$ cat src/rtl/pci_burst_buffer_if.sv
// Bus bundle between the 68040 local bus / PCI bridge side and the burst buffer.
// slave = buffer side, master = bus/CPU/bridge side.
interface pci_burst_buffer_if #(
  parameter int unsigned DW = 32,
  parameter int unsigned LW = 4
);
  logic          i_nben;
  logic          i_pcidir;
  logic          i_nts;
  logic          i_rnw;
  logic          i_pcicycle;
  logic          i_ntrdy;
  logic          i_nirdy;
  logic [DW-1:0] i_d_in;
  logic [DW-1:0] i_ad_in;
  logic [DW-1:0] o_d_out;
  logic          o_d_oe;
  logic [DW-1:0] o_ad_out;
  logic          o_ad_oe;
  logic          o_nta;
  logic [LW-1:0] o_level;
  logic          o_empty;
  logic          o_full;
  logic          o_overrun;

  modport slave (
    input  i_nben, i_pcidir, i_nts, i_rnw, i_pcicycle, i_ntrdy, i_nirdy, i_d_in, i_ad_in,
    output o_d_out, o_d_oe, o_ad_out, o_ad_oe, o_nta, o_level, o_empty, o_full, o_overrun
  );

  modport master (
    output i_nben, i_pcidir, i_nts, i_rnw, i_pcicycle, i_ntrdy, i_nirdy, i_d_in, i_ad_in,
    input  o_d_out, o_d_oe, o_ad_out, o_ad_oe, o_nta, o_level, o_empty, o_full, o_overrun
  );
endinterface

$ cat src/rtl/pci_burst_buffer.sv
// Single-clock FIFO between the 68040 data bus and the PCI AD bus: buffers CPU write bursts
// for PCI drain and PCI read data for the CPU, generating a registered nTA per beat.
module pci_burst_buffer #(
  parameter int unsigned DW    = 32,
  parameter int unsigned DEPTH = 8,
  parameter int unsigned BURST = 4
) (
  input  logic                i_bclk,
  input  logic                i_nreset,
  pci_burst_buffer_if.slave   bus
);
  localparam int unsigned AW = $clog2(DEPTH);
  localparam int unsigned LW = AW + 1;
  localparam int unsigned BW = $clog2(BURST + 1);

  localparam logic [1:0] StIdle = 2'd0;
  localparam logic [1:0] StCwr  = 2'd1;
  localparam logic [1:0] StCrd  = 2'd2;

  logic [1:0]    r_state, w_state_d;
  logic          r_nta, w_nta_d;
  logic [LW-1:0] r_wrptr, r_rdptr;
  logic [BW-1:0] r_beat, w_beat_d;
  logic          r_pend, w_pend_d;
  logic          r_pend_rnw, w_pend_rnw_d;
  logic          r_ovr;
  logic [DW-1:0] r_mem [DEPTH];

  logic [LW-1:0] w_level, w_level_d;
  logic          w_empty, w_full;
  logic          w_drain, w_fill, w_pop_cpu, w_push_cpu;
  logic          w_pop, w_push_req, w_push;
  logic [DW-1:0] w_push_data, w_head;
  logic          w_req, w_go, w_go_rnw;
  logic          w_beat_fire, w_last;

  assign w_level = r_wrptr - r_rdptr;
  assign w_empty = (w_level == '0);
  assign w_full  = (w_level == LW'(DEPTH));

  assign w_drain    = bus.i_pcidir & bus.i_pcicycle & ~bus.i_ntrdy & ~bus.i_nirdy;
  assign w_fill     = ~bus.i_pcidir & bus.i_pcicycle & ~bus.i_ntrdy & ~bus.i_nirdy;
  assign w_pop_cpu  = (r_state == StCrd) & ~r_nta;
  assign w_push_cpu = (r_state == StCwr) & ~r_nta & bus.i_pcidir;

  assign w_pop       = (w_drain | w_pop_cpu) & ~w_empty;
  assign w_push_req  = w_push_cpu | w_fill;
  // A push into a full FIFO is only legal when the same edge frees an entry.
  assign w_push      = w_push_req & (~w_full | w_pop);
  assign w_push_data = bus.i_pcidir ? bus.i_d_in : bus.i_ad_in;

  assign w_level_d = w_level + {{(LW-1){1'b0}}, w_push} - {{(LW-1){1'b0}}, w_pop};

  assign w_beat_fire = (r_state != StIdle) & ~r_nta;
  assign w_last      = w_beat_fire & (r_beat == BW'(BURST - 1));
  assign w_req       = ~bus.i_nts & ~bus.i_nben;

  always_comb begin
    w_state_d    = r_state;
    w_beat_d     = r_beat;
    w_pend_d     = r_pend;
    w_pend_rnw_d = r_pend_rnw;
    w_go         = 1'b0;
    w_go_rnw     = 1'b0;
    case (r_state)
      StIdle: begin
        // A start held over from a busy period wins; a fresh one then becomes pending.
        if (r_pend) begin
          w_go         = 1'b1;
          w_go_rnw     = r_pend_rnw;
          w_pend_d     = w_req;
          w_pend_rnw_d = w_req ? bus.i_rnw : r_pend_rnw;
        end else begin
          w_go     = w_req;
          w_go_rnw = bus.i_rnw;
        end
        if (w_go) begin
          if (w_go_rnw) begin
            w_state_d = StCrd;
          end else if (bus.i_pcidir) begin
            w_state_d = StCwr;
          end
        end
        w_beat_d = '0;
      end
      StCwr, StCrd: begin
        if (w_req) begin
          w_pend_d     = 1'b1;
          w_pend_rnw_d = bus.i_rnw;
        end
        if (w_last) begin
          w_state_d = StIdle;
          w_beat_d  = '0;
        end else if (w_beat_fire) begin
          w_beat_d = r_beat + 1'b1;
        end
      end
      default: w_state_d = StIdle;
    endcase
  end

  always_comb begin
    w_nta_d = 1'b1;
    if (w_state_d == StCwr && bus.i_pcidir && w_level_d != LW'(DEPTH)) begin
      w_nta_d = 1'b0;
    end else if (w_state_d == StCrd && !bus.i_pcidir && w_level_d != '0) begin
      w_nta_d = 1'b0;
    end
  end

  always_ff @(posedge i_bclk or negedge i_nreset) begin
    if (!i_nreset) begin
      r_state    <= StIdle;
      r_nta      <= 1'b1;
      r_wrptr    <= '0;
      r_rdptr    <= '0;
      r_beat     <= '0;
      r_pend     <= 1'b0;
      r_pend_rnw <= 1'b0;
      r_ovr      <= 1'b0;
    end else if (bus.i_nben) begin
      r_state    <= StIdle;
      r_nta      <= 1'b1;
      r_wrptr    <= '0;
      r_rdptr    <= '0;
      r_beat     <= '0;
      r_pend     <= 1'b0;
      r_pend_rnw <= 1'b0;
      r_ovr      <= 1'b0;
    end else begin
      r_state    <= w_state_d;
      r_nta      <= w_nta_d;
      r_beat     <= w_beat_d;
      r_pend     <= w_pend_d;
      r_pend_rnw <= w_pend_rnw_d;
      if (w_push) r_wrptr <= r_wrptr + 1'b1;
      if (w_pop) r_rdptr <= r_rdptr + 1'b1;
      if (w_push_req && !w_push) r_ovr <= 1'b1;
    end
  end

  always_ff @(posedge i_bclk) begin
    if (w_push && !bus.i_nben) begin
      r_mem[r_wrptr[AW-1:0]] <= w_push_data;
    end
  end

  assign w_head = w_empty ? '0 : r_mem[r_rdptr[AW-1:0]];

  assign bus.o_d_out   = w_head;
  assign bus.o_ad_out  = w_head;
  assign bus.o_d_oe    = (r_state == StCrd) & ~bus.i_nben;
  assign bus.o_ad_oe   = bus.i_pcidir & bus.i_pcicycle & ~bus.i_nben & ~w_empty;
  assign bus.o_nta     = r_nta;
  assign bus.o_level   = w_level;
  assign bus.o_empty   = w_empty;
  assign bus.o_full    = w_full;
  assign bus.o_overrun = r_ovr;
endmodule

$ cat src/flat_wrapper.sv
// flat-port wrapper written by rule: the top's interface ports become plain ports
module pci_burst_buffer_flat 
#(
  parameter int unsigned DW    = 32,
  parameter int unsigned DEPTH = 8,
  parameter int unsigned BURST = 4
)
  (i_bclk, i_nreset, bus_i_nben, bus_i_pcidir, bus_i_nts, bus_i_rnw, bus_i_pcicycle, bus_i_ntrdy, bus_i_nirdy, bus_i_d_in, bus_i_ad_in, bus_o_d_out, bus_o_d_oe, bus_o_ad_out, bus_o_ad_oe, bus_o_nta, bus_o_level, bus_o_empty, bus_o_full, bus_o_overrun);
  pci_burst_buffer_if #(.DW(DW), .LW(($clog2(DEPTH) + 1))) bus_i ();
  input  logic i_bclk;
  input  logic i_nreset;
  input wire logic [$bits(bus_i.i_nben)-1:0] bus_i_nben;
  input wire logic [$bits(bus_i.i_pcidir)-1:0] bus_i_pcidir;
  input wire logic [$bits(bus_i.i_nts)-1:0] bus_i_nts;
  input wire logic [$bits(bus_i.i_rnw)-1:0] bus_i_rnw;
  input wire logic [$bits(bus_i.i_pcicycle)-1:0] bus_i_pcicycle;
  input wire logic [$bits(bus_i.i_ntrdy)-1:0] bus_i_ntrdy;
  input wire logic [$bits(bus_i.i_nirdy)-1:0] bus_i_nirdy;
  input wire logic [$bits(bus_i.i_d_in)-1:0] bus_i_d_in;
  input wire logic [$bits(bus_i.i_ad_in)-1:0] bus_i_ad_in;
  output wire logic [$bits(bus_i.o_d_out)-1:0] bus_o_d_out;
  output wire logic [$bits(bus_i.o_d_oe)-1:0] bus_o_d_oe;
  output wire logic [$bits(bus_i.o_ad_out)-1:0] bus_o_ad_out;
  output wire logic [$bits(bus_i.o_ad_oe)-1:0] bus_o_ad_oe;
  output wire logic [$bits(bus_i.o_nta)-1:0] bus_o_nta;
  output wire logic [$bits(bus_i.o_level)-1:0] bus_o_level;
  output wire logic [$bits(bus_i.o_empty)-1:0] bus_o_empty;
  output wire logic [$bits(bus_i.o_full)-1:0] bus_o_full;
  output wire logic [$bits(bus_i.o_overrun)-1:0] bus_o_overrun;
  assign bus_i.i_nben = bus_i_nben;
  assign bus_i.i_pcidir = bus_i_pcidir;
  assign bus_i.i_nts = bus_i_nts;
  assign bus_i.i_rnw = bus_i_rnw;
  assign bus_i.i_pcicycle = bus_i_pcicycle;
  assign bus_i.i_ntrdy = bus_i_ntrdy;
  assign bus_i.i_nirdy = bus_i_nirdy;
  assign bus_i.i_d_in = bus_i_d_in;
  assign bus_i.i_ad_in = bus_i_ad_in;
  assign bus_o_d_out = bus_i.o_d_out;
  assign bus_o_d_oe = bus_i.o_d_oe;
  assign bus_o_ad_out = bus_i.o_ad_out;
  assign bus_o_ad_oe = bus_i.o_ad_oe;
  assign bus_o_nta = bus_i.o_nta;
  assign bus_o_level = bus_i.o_level;
  assign bus_o_empty = bus_i.o_empty;
  assign bus_o_full = bus_i.o_full;
  assign bus_o_overrun = bus_i.o_overrun;
  pci_burst_buffer #(.DW(DW), .DEPTH(DEPTH), .BURST(BURST)) u_core (.i_bclk(i_bclk), .i_nreset(i_nreset), .bus(bus_i));
endmodule
$ cat config.mk
export PLATFORM = sky130hd
export DESIGN_NAME = pci_burst_buffer_flat
export DESIGN_NICKNAME = d
export VERILOG_FILES = /design/src/rtl/pci_burst_buffer_if.sv /design/src/rtl/pci_burst_buffer.sv /design/src/flat_wrapper.sv
export SDC_FILE = /design/constraint.sdc
export NUM_CORES = 1
export LEC_CHECK = 0
export CAP_MARGIN = 20
export CORE_MARGIN = 2
export CORE_UTILIZATION = 55
export CTS_CLUSTER_DIAMETER = 150
export DETAILED_ROUTE_END_ITERATION = 6
export PLACE_DENSITY_LB_ADDON = 0.05
export SLEW_MARGIN = 10
export SYNTH_ARGS = -nofsm -noshare
export SYNTH_HDL_FRONTEND = slang
export SYNTH_SLANG_ARGS = --single-unit
$ cat constraint.sdc
create_clock -name i_bclk -period 7 [get_ports i_bclk]
set_input_delay 1.4 -clock i_bclk [delete_from_list [all_inputs] [get_ports i_bclk]]
set_output_delay 1.4 -clock i_bclk [all_outputs]
set_load 0.05 [all_outputs]
## After elaboration in Yosys (flattened, before gate mapping)

Memory sizes are Yosys's and may differ from the RTL's.
Cells that the tools add are included.

| storage, ports and cells | value |
|---|---|
| register bits | 17 |
| RAM bits | 256 |
| input bits | 73 |
| logic and storage cells | 109 |
| memories kept | 1 |

Memory list:

| memory | words | bits a word | read ports | clocked after Yosys merged registers in | write ports | line | text |
|---|---|---|---|---|---|---|---|
| u_core.r_mem | 8 | 32 | 1 | 0 | 1 | pci_burst_buffer.sv:27 | `logic [DW-1:0] r_mem [DEPTH];` |

| cells by class | value |
|---|---|
| add/subtract/negate cells | 6 |
| eq/ne operators | 10 |
| multiplexer cells | 35 |
| bitwise operators | 28 |
| reduce and logical (&&, ||, !) cells | 21 |

Operator list:

| kind | number |
|---|---|
| 32-bit 2-to-1 mux | 2 |
| 1-bit AND | 17 |
| 1-bit 2-to-1 mux | 17 |
| 4-bit 2-to-1 mux | 4 |
| 2-bit 2-to-1 mux | 5 |
| 3-bit 2-to-1 mux | 3 |
| 4-bit by 1-bit adder with 4-bit output (second input constant) | 2 |
| 1-bit inverter | 8 |
| 2-bit nonzero test | 4 |
| 1-bit logical AND | 6 |
| 3-bit by 2-bit != test with 1-bit output (second input constant) | 2 |
| 3-bit case mux with 2 select lines | 1 |
| 2-bit AND reduction | 3 |
| 4-bit by 1-bit adder with 4-bit output | 1 |
| 2-bit by 1-bit equality test with 1-bit output (second input constant) | 2 |
| 2-bit equality test (second input constant) | 2 |
| 4-bit equality test (second input constant) | 1 |
| 4-bit zero test | 1 |
| 4-bit by 2-bit != test with 1-bit output (second input constant) | 1 |
| 4-bit != test (second input constant) | 1 |
| 1-bit case mux with 2 select lines | 2 |
| 2-bit case mux with 2 select lines | 1 |
| 4-bit nonzero test | 1 |
| 4-bit by 1-bit subtractor with 4-bit output | 1 |
| 8 further kinds | 12 |

## Depth between registers and ports, before layout

| logic depth | value |
|---|---|
| depth after elaboration | 14 |
| mapped depth | 21 |
| mapped depth without buffers | 19 |

## Worst setup path after synthesis

OpenSTA, ideal clock, no wires.

| timing | value |
|---|---|
| kind | register to register |
| from | reg u_core.r_rdptr[1] |
| to | mem u_core.r_mem[0][0] (enable) |
| library setup time | 0.461 ns |
| data arrival time | 5.026 ns |
| path slack | 1.513 ns |
| cell stages (with the launch flop) | 14 |
| path buffers | 2 |
| cell sequence | dfrtp_1 > buf_2 > buf_1 > inv_1 > ha_1 > and3b_1 > o21ai_0 > nand2_1 > ha_1 > nand3_1 > o21ai_2 > a41oi_4 > nand2_1 > nor3_1 |

| on the way | value |
|---|---|
| cells in the longest elaborated chain, start to end | 9 |
| elaborated cells between the ends (all ways) | 11 |
| classes of those cells | 1 x add/sub; 1 x eq/ne; 2 x mux; 5 x bitwise; 2 x reduce/logical |

RTL lines:

| what | line | text |
|---|---|---|
| from (decl) | pci_burst_buffer.sv:22 | `logic [LW-1:0] r_wrptr, r_rdptr;` |
| from (signal assigned) | pci_burst_buffer.sv:137 | `if (w_pop) r_rdptr <= r_rdptr + 1'b1;` |
| 4-bit subtractor (*) | pci_burst_buffer.sv:37 | `assign w_level = r_wrptr - r_rdptr;` |
| 4-bit zero test | pci_burst_buffer.sv:38 | `assign w_empty = (w_level == '0);` |
| 1-bit inverter | pci_burst_buffer.sv:46 | `assign w_pop = (w_drain \| w_pop_cpu) & ~w_empty;` |
| 1-bit AND | pci_burst_buffer.sv:46 |  |
| 1-bit OR (*) | pci_burst_buffer.sv:49 | `assign w_push = w_push_req & (~w_full \| w_pop);` |
| 1-bit AND (*) | pci_burst_buffer.sv:49 |  |
| 1-bit logical AND (*) | pci_burst_buffer.sv:143 | `if (w_push && !bus.i_nben) begin` |
| 1-bit 2-to-1 mux (*) | pci_burst_buffer.sv:143 |  |
| 1-bit 2-to-1 mux (not written as such) (*) | pci_burst_buffer.sv:144 | `r_mem[r_wrptr[AW-1:0]] <= w_push_data;` |
| to (decl) | pci_burst_buffer.sv:27 |  |

Mark *: on every way between the ends. The rest lies on a longest branch, timed or not.

## Worst setup path in the final report

| timing | value |
|---|---|
| from | reg u_core.r_rdptr[2] |
| to | out bus_o_d_out[0] |

| on the way | value |
|---|---|
| cells in the longest elaborated chain, start to end | 3 |
| elaborated cells between the ends (all ways) | 4 |
| classes of those cells | 1 x add/sub; 1 x mux; 1 x reduce/logical; 1 x memory |

RTL lines:

| what | line | text |
|---|---|---|
| 4-bit subtractor | pci_burst_buffer.sv:37 |  |
| 4-bit zero test | pci_burst_buffer.sv:38 |  |
| 32-bit 2-to-1 mux (*) | pci_burst_buffer.sv:148 | `assign w_head = w_empty ? '0 : r_mem[r_rdptr[AW-1:0]];` |
| to (decl) | flat_wrapper.sv:21 | `output wire logic [$bits(bus_i.o_d_out)-1:0] bus_o_d_out;` |

Marked as above.

==> reports/results.env <==
DIE_AREA_UM2=22300
TIGHTESTPINTRANSITION_NS=1.03
SWITCHING_SHARE_OF_POWER_PCT=21.3
SYNTH.AVG_CELL_AREA_UM2=17.4
P_INT_mW=2.70
FINAL_AREA_UM2=14000
SETUP_SLACK_NS=1.27
CTS_TREE='yes'
TIMING.CRITICAL_PATH.MAX_DELAY_FAMILY='buffers and inverters'
GRT_FIRST_PASS_WIRELENGTH_MM=36.8
CAP_VIOLATIONS=0
TIMING.CRITICAL_PATH.FROM_TYPE='flop'
DRT-WIRELENGTH-PER-CELL_UM=21.7
CPMAXSTAGEDELAYCELL='sky130_fd_sc_hd__dfrtp_2'
LAYOUT_CELLS_SIZED_ABOVE_1_PCT=28.1
IOPINCOUNT=147
POWER.DENSITY_CELL_AREA_nW_PER_UM2=245
FIN_NETS=886
SYNTH.NET_COUNT=762
POST_DP_CELL_AREA_UM2=13100
INITIAL_UTILIZATION_PCT=55.7
TIMING.CRITICAL_PATH.FANOUT_MAX=34
NUMBER_OF_ANTENNA_VIOLATIONS_AT_THE_FIRST_CHECK_IN_GLOBAL_ROUTING=0
PLACE_WORST_SETUP_SLACK_NS=1.77
YS_SEQ_ELEMENTS=273
CLK_TRANSITION_REPORTED_PATHS_NS=0.06
RELSLEWSLACK_PCT=31.2
SYNTH.LIB_CELLS_USED.DISTINCT=48
HOLD_PATH.CLASS='reg2reg'
FINALWEIGHTEDCONGESTION=0.848
ROOT_BUFFER='sky130_fd_sc_hd__clkbuf_16'
SUM_OF_ROUTED_WIRE_LENGTH_OVER_ALL_LAYERS_MM=23.6
POSTCTSSETUPBUFFERS=0
SYN_INST=671
COMBINATIONALPOWERSHARE_PCT=7.5
AREAGROWTHSYNTHTOFINISH_PCT=20.1
LAYOUT_MIN_CYCLE_TIME_NS=5.73
GRT_RESOURCE_USAGE_TOTAL_PCT=21.9
SEQ_POWER_SHARE_PCT=52.7
FINALHOLDWORSTSLACK_NS=0.500
HOLD_FIX_BUFFER_COUNT_AFTER_CTS=0
IO_BUFFER_COUNT=146
LAYOUT_WORST_PATH_CYCLE_SHARE_PCT=81.9
POWER_SWITCHING_mW=0.729
RRSETUPSLACK_NS=2.07
DETAIL_ROUTE.VIAS_PER_CELL=5.70
ANT_NETS=0
CLOCK_LATENCY_NS=0.54
VIAS=6205
CLOCK_TREE.BUFFER_DEPTH=3
SYNTH-SEQ-AREA-SHARE_PCT=69.7
OUTCOME='finished, final reports clean'
CLOCK_SINK_COUNT=273
FINALHOLDVIOLATIONS=0
SLEW_VIOL_FINAL=0
CLOCK_POWER_SHARE_PCT=39.8
GRT_MAX_DEGREE=69
POST-DP-HPWL_MM=14.0
WORST-SETUP-PATH-TYPE='reg2out'
POST-ROUTE-DRC-COUNT=0
DIE_X_UM=149
CTS.HTREE.LEVELS=1
FLOORPLAN.DIE.HEIGHT_UM=149
FINALCLOCKSKEW_NS=0.0177
GRT_OVERFLOW_TOTAL=0
GRT_PASS1_VIAS=6580
CRITPATHARRIVALTIME_NS=4.33
NUMBER_OF_SETUP_VIOLATIONS_IN_THE_FINAL_REPORT=0
DRT_PASS1_ITERATIONS=4
DESIGN.CORE.AREA_UM2=20900
CRITICAL_PATH.ENDPOINT_TYPE='output pin'
FIRST_ITER_VIOLATIONS=370
POST_CTS_RESIZED=0
CRITICAL_PATH_REQUIRED_NS=5.60
SYN-CELL-AREA_UM2=11600
CTS_MADE_BUFFERS=27
LEAKAGE_nW=4.75
CP_CELL_SEQUENCE='clkinv_1 -> ha_1 -> and3b_1 -> or3_4 -> nand2_1 -> ha_1 -> nand3_1 -> inv_1 -> buf_4 -> a21oi_1 -> buf_4'
FIN_SETUP_TNS_NS=0
YOSYS_WARNINGS=0
POWER.IR.VDD_WORST_uV=191
CRITICAL-PATH-MAX-STAGE-DELAY_NS=0.88
NUM_ANTENNA_CELLS=0
FMAX_MHz=174
PLACEMENTROWS=53
RSZ0062_AT_GRT='no'
CRITICAL_PATH_BUF_INV_COUNT=4
[through the flow]
step / std cells / util (%) / total power [mW]
final: 1089 / 66.9 / 3.43
after detailed placement: 1041 / 62.9 / 2.10
after global routing: 1089 / 66.9 / 3.54
after global placement: 1038 / 62.5 / 2.09
after CTS: 1089 / 66.9 / 3.46
after floorplan: 671 / - / 2.00
[worst reg2reg max path: cells and delay by family, from the launching register on]
kind | cells | cell delay (ns)
simple gates | 4 | 0.61
xor+xnor | 1 | 0.15
flops | 1 | 0.88
fa+ha+maj | 5 | 1.44
compound gates | 3 | 0.87
buf+inv | 5 | 0.64
mux | 1 | 0.27
[registers in the layout (all words and copies together), names as in the netlist]
name,flops
u_core.r_pend,1
u_core.r_rdptr,4
u_core.bus.o_overrun,1
u_core.r_mem,256
u_core.r_beat,3
u_core.r_wrptr,4
u_core.r_state,2
u_core.r_pend_rnw,1
u_core.bus.o_nta,1
[cell usage after synthesis (all sizes together)]
cell / count / share of area, %
and3: 2 / 0.12
dfstp: 1 / 0.23
a21oi: 44 / 1.9
xor2: 3 / 0.23
ha: 16 / 1.7
nand3: 2 / 0.086
nand3b: 1 / 0.065
xnor2: 5 / 0.38
o2111ai: 1 / 0.075
fa: 2 / 0.34
o21ai: 4 / 0.20
or3: 2 / 0.15
a21o: 2 / 0.14
buf: 46 / 2.6
clkbuf: 18 / 0.58
nand4: 2 / 0.11
a31oi: 1 / 0.054
mux2: 35 / 3.4
clkinv: 1 / 0.032
nor2b: 4 / 0.21
and4: 1 / 0.075
mux2i: 2 / 0.17
a2111o: 1 / 0.097
nor4bb: 1 / 0.086
and3b: 1 / 0.075
a31o: 1 / 0.075
nor2: 24 / 0.77
a221oi: 1 / 0.075
mux4: 64 / 12
edfxtp: 256 / 66
o21bai: 1 / 0.065
nor3: 2 / 0.086
dfrtp: 16 / 3.4
and2: 1 / 0.054
o41ai: 1 / 0.075
nand2: 77 / 2.5
nor4: 1 / 0.054
nor4b: 3 / 0.23
a41oi: 1 / 0.24
inv: 22 / 0.71
a211oi: 2 / 0.13
[cell usage in the layout, fill, tap and decap left out, types with 2 or more instances in the layout]
cell / count
sky130_fd_sc_hd__nand4_1: 2
sky130_fd_sc_hd__mux2_2: 33
sky130_fd_sc_hd__nand2_1: 77
sky130_fd_sc_hd__fa_1: 2
sky130_fd_sc_hd__nor3_2: 2
sky130_fd_sc_hd__nor2_1: 18
sky130_fd_sc_hd__mux4_2: 64
sky130_fd_sc_hd__clkinv_2: 3
sky130_fd_sc_hd__clkinv_1: 7
sky130_fd_sc_hd__nand3_1: 2
sky130_fd_sc_hd__buf_4: 74
sky130_fd_sc_hd__nor2_4: 6
sky130_fd_sc_hd__o21ai_0: 3
sky130_fd_sc_hd__clkbuf_8: 2
sky130_fd_sc_hd__clkbuf_16: 27
sky130_fd_sc_hd__dfrtp_1: 13
sky130_fd_sc_hd__a21oi_1: 44
sky130_fd_sc_hd__dfrtp_4: 2
sky130_fd_sc_hd__xnor2_1: 5
sky130_fd_sc_hd__inv_1: 22
sky130_fd_sc_hd__ha_1: 16
sky130_fd_sc_hd__nor2b_1: 4
sky130_fd_sc_hd__clkbuf_1: 7
sky130_fd_sc_hd__clkdlybuf4s50_1: 80
sky130_fd_sc_hd__a211oi_1: 2
sky130_fd_sc_hd__mux2_1: 2
sky130_fd_sc_hd__nor4b_1: 3
sky130_fd_sc_hd__edfxtp_1: 256
sky130_fd_sc_hd__xor2_1: 3
sky130_fd_sc_hd__buf_16: 3
sky130_fd_sc_hd__mux2i_1: 2
sky130_fd_sc_hd__bufinv_16: 2
[path summary, 6_finish.rpt]
check / start / to / cells after the start
worst max-delay path: u_core.r_rdptr[2] / bus_o_d_out[0] / 11
worst min-delay path: u_core.bus.o_overrun / u_core.bus.o_overrun / 2
worst max register to register: u_core.r_rdptr[2] / u_core.bus.o_nta / 19
worst min register to register: u_core.bus.o_overrun / u_core.bus.o_overrun / 2
max in group asynchronous: i_nreset / u_core.r_rdptr[0] / 1
min in group asynchronous: i_nreset / u_core.r_wrptr[1] / 1
[final cells by class]
class	count	area (µm²)
clock buffers	36	729
clock inverters	12	106
flip-flops and latches	273	8120
well taps	275	344
fillers	1441	6910
repair buffers	159	1460
multi-input cells	311	3130
inverters	23	86.3
[kinds of logic (layout without fill, tap and decap cells)]
kind of cell    count (synthesis)  after routing  synth area share [%]
compound gates                 60             60                  3.12
xor+xnor                        8              8                 0.602
fa+ha+maj                      18             18                  2.06
buf+inv                        87            230                  3.93
flops                         273            273                  69.7
mux                           101            101                  15.9
simple gates                  124            124                  4.65
[power groups by stage]
stage                     combinational (mW)  sequential (mW)  clock, mW
after floorplan                        0.164             1.84          0
after global placement                 0.247             1.84          0
after detailed placement               0.256             1.84          0
after CTS                              0.257             1.81       1.40
after global routing                   0.272             1.81       1.47
final                                  0.255             1.81       1.36
[metal layers]
metal	GRT usage, %	wire length, µm
met1	30.4	9840
met3	2.99	1480
met2	37.7	11900
met4	4.90	347
met5	0	0
Note: power is estimated with default switching activity, not from simulation.
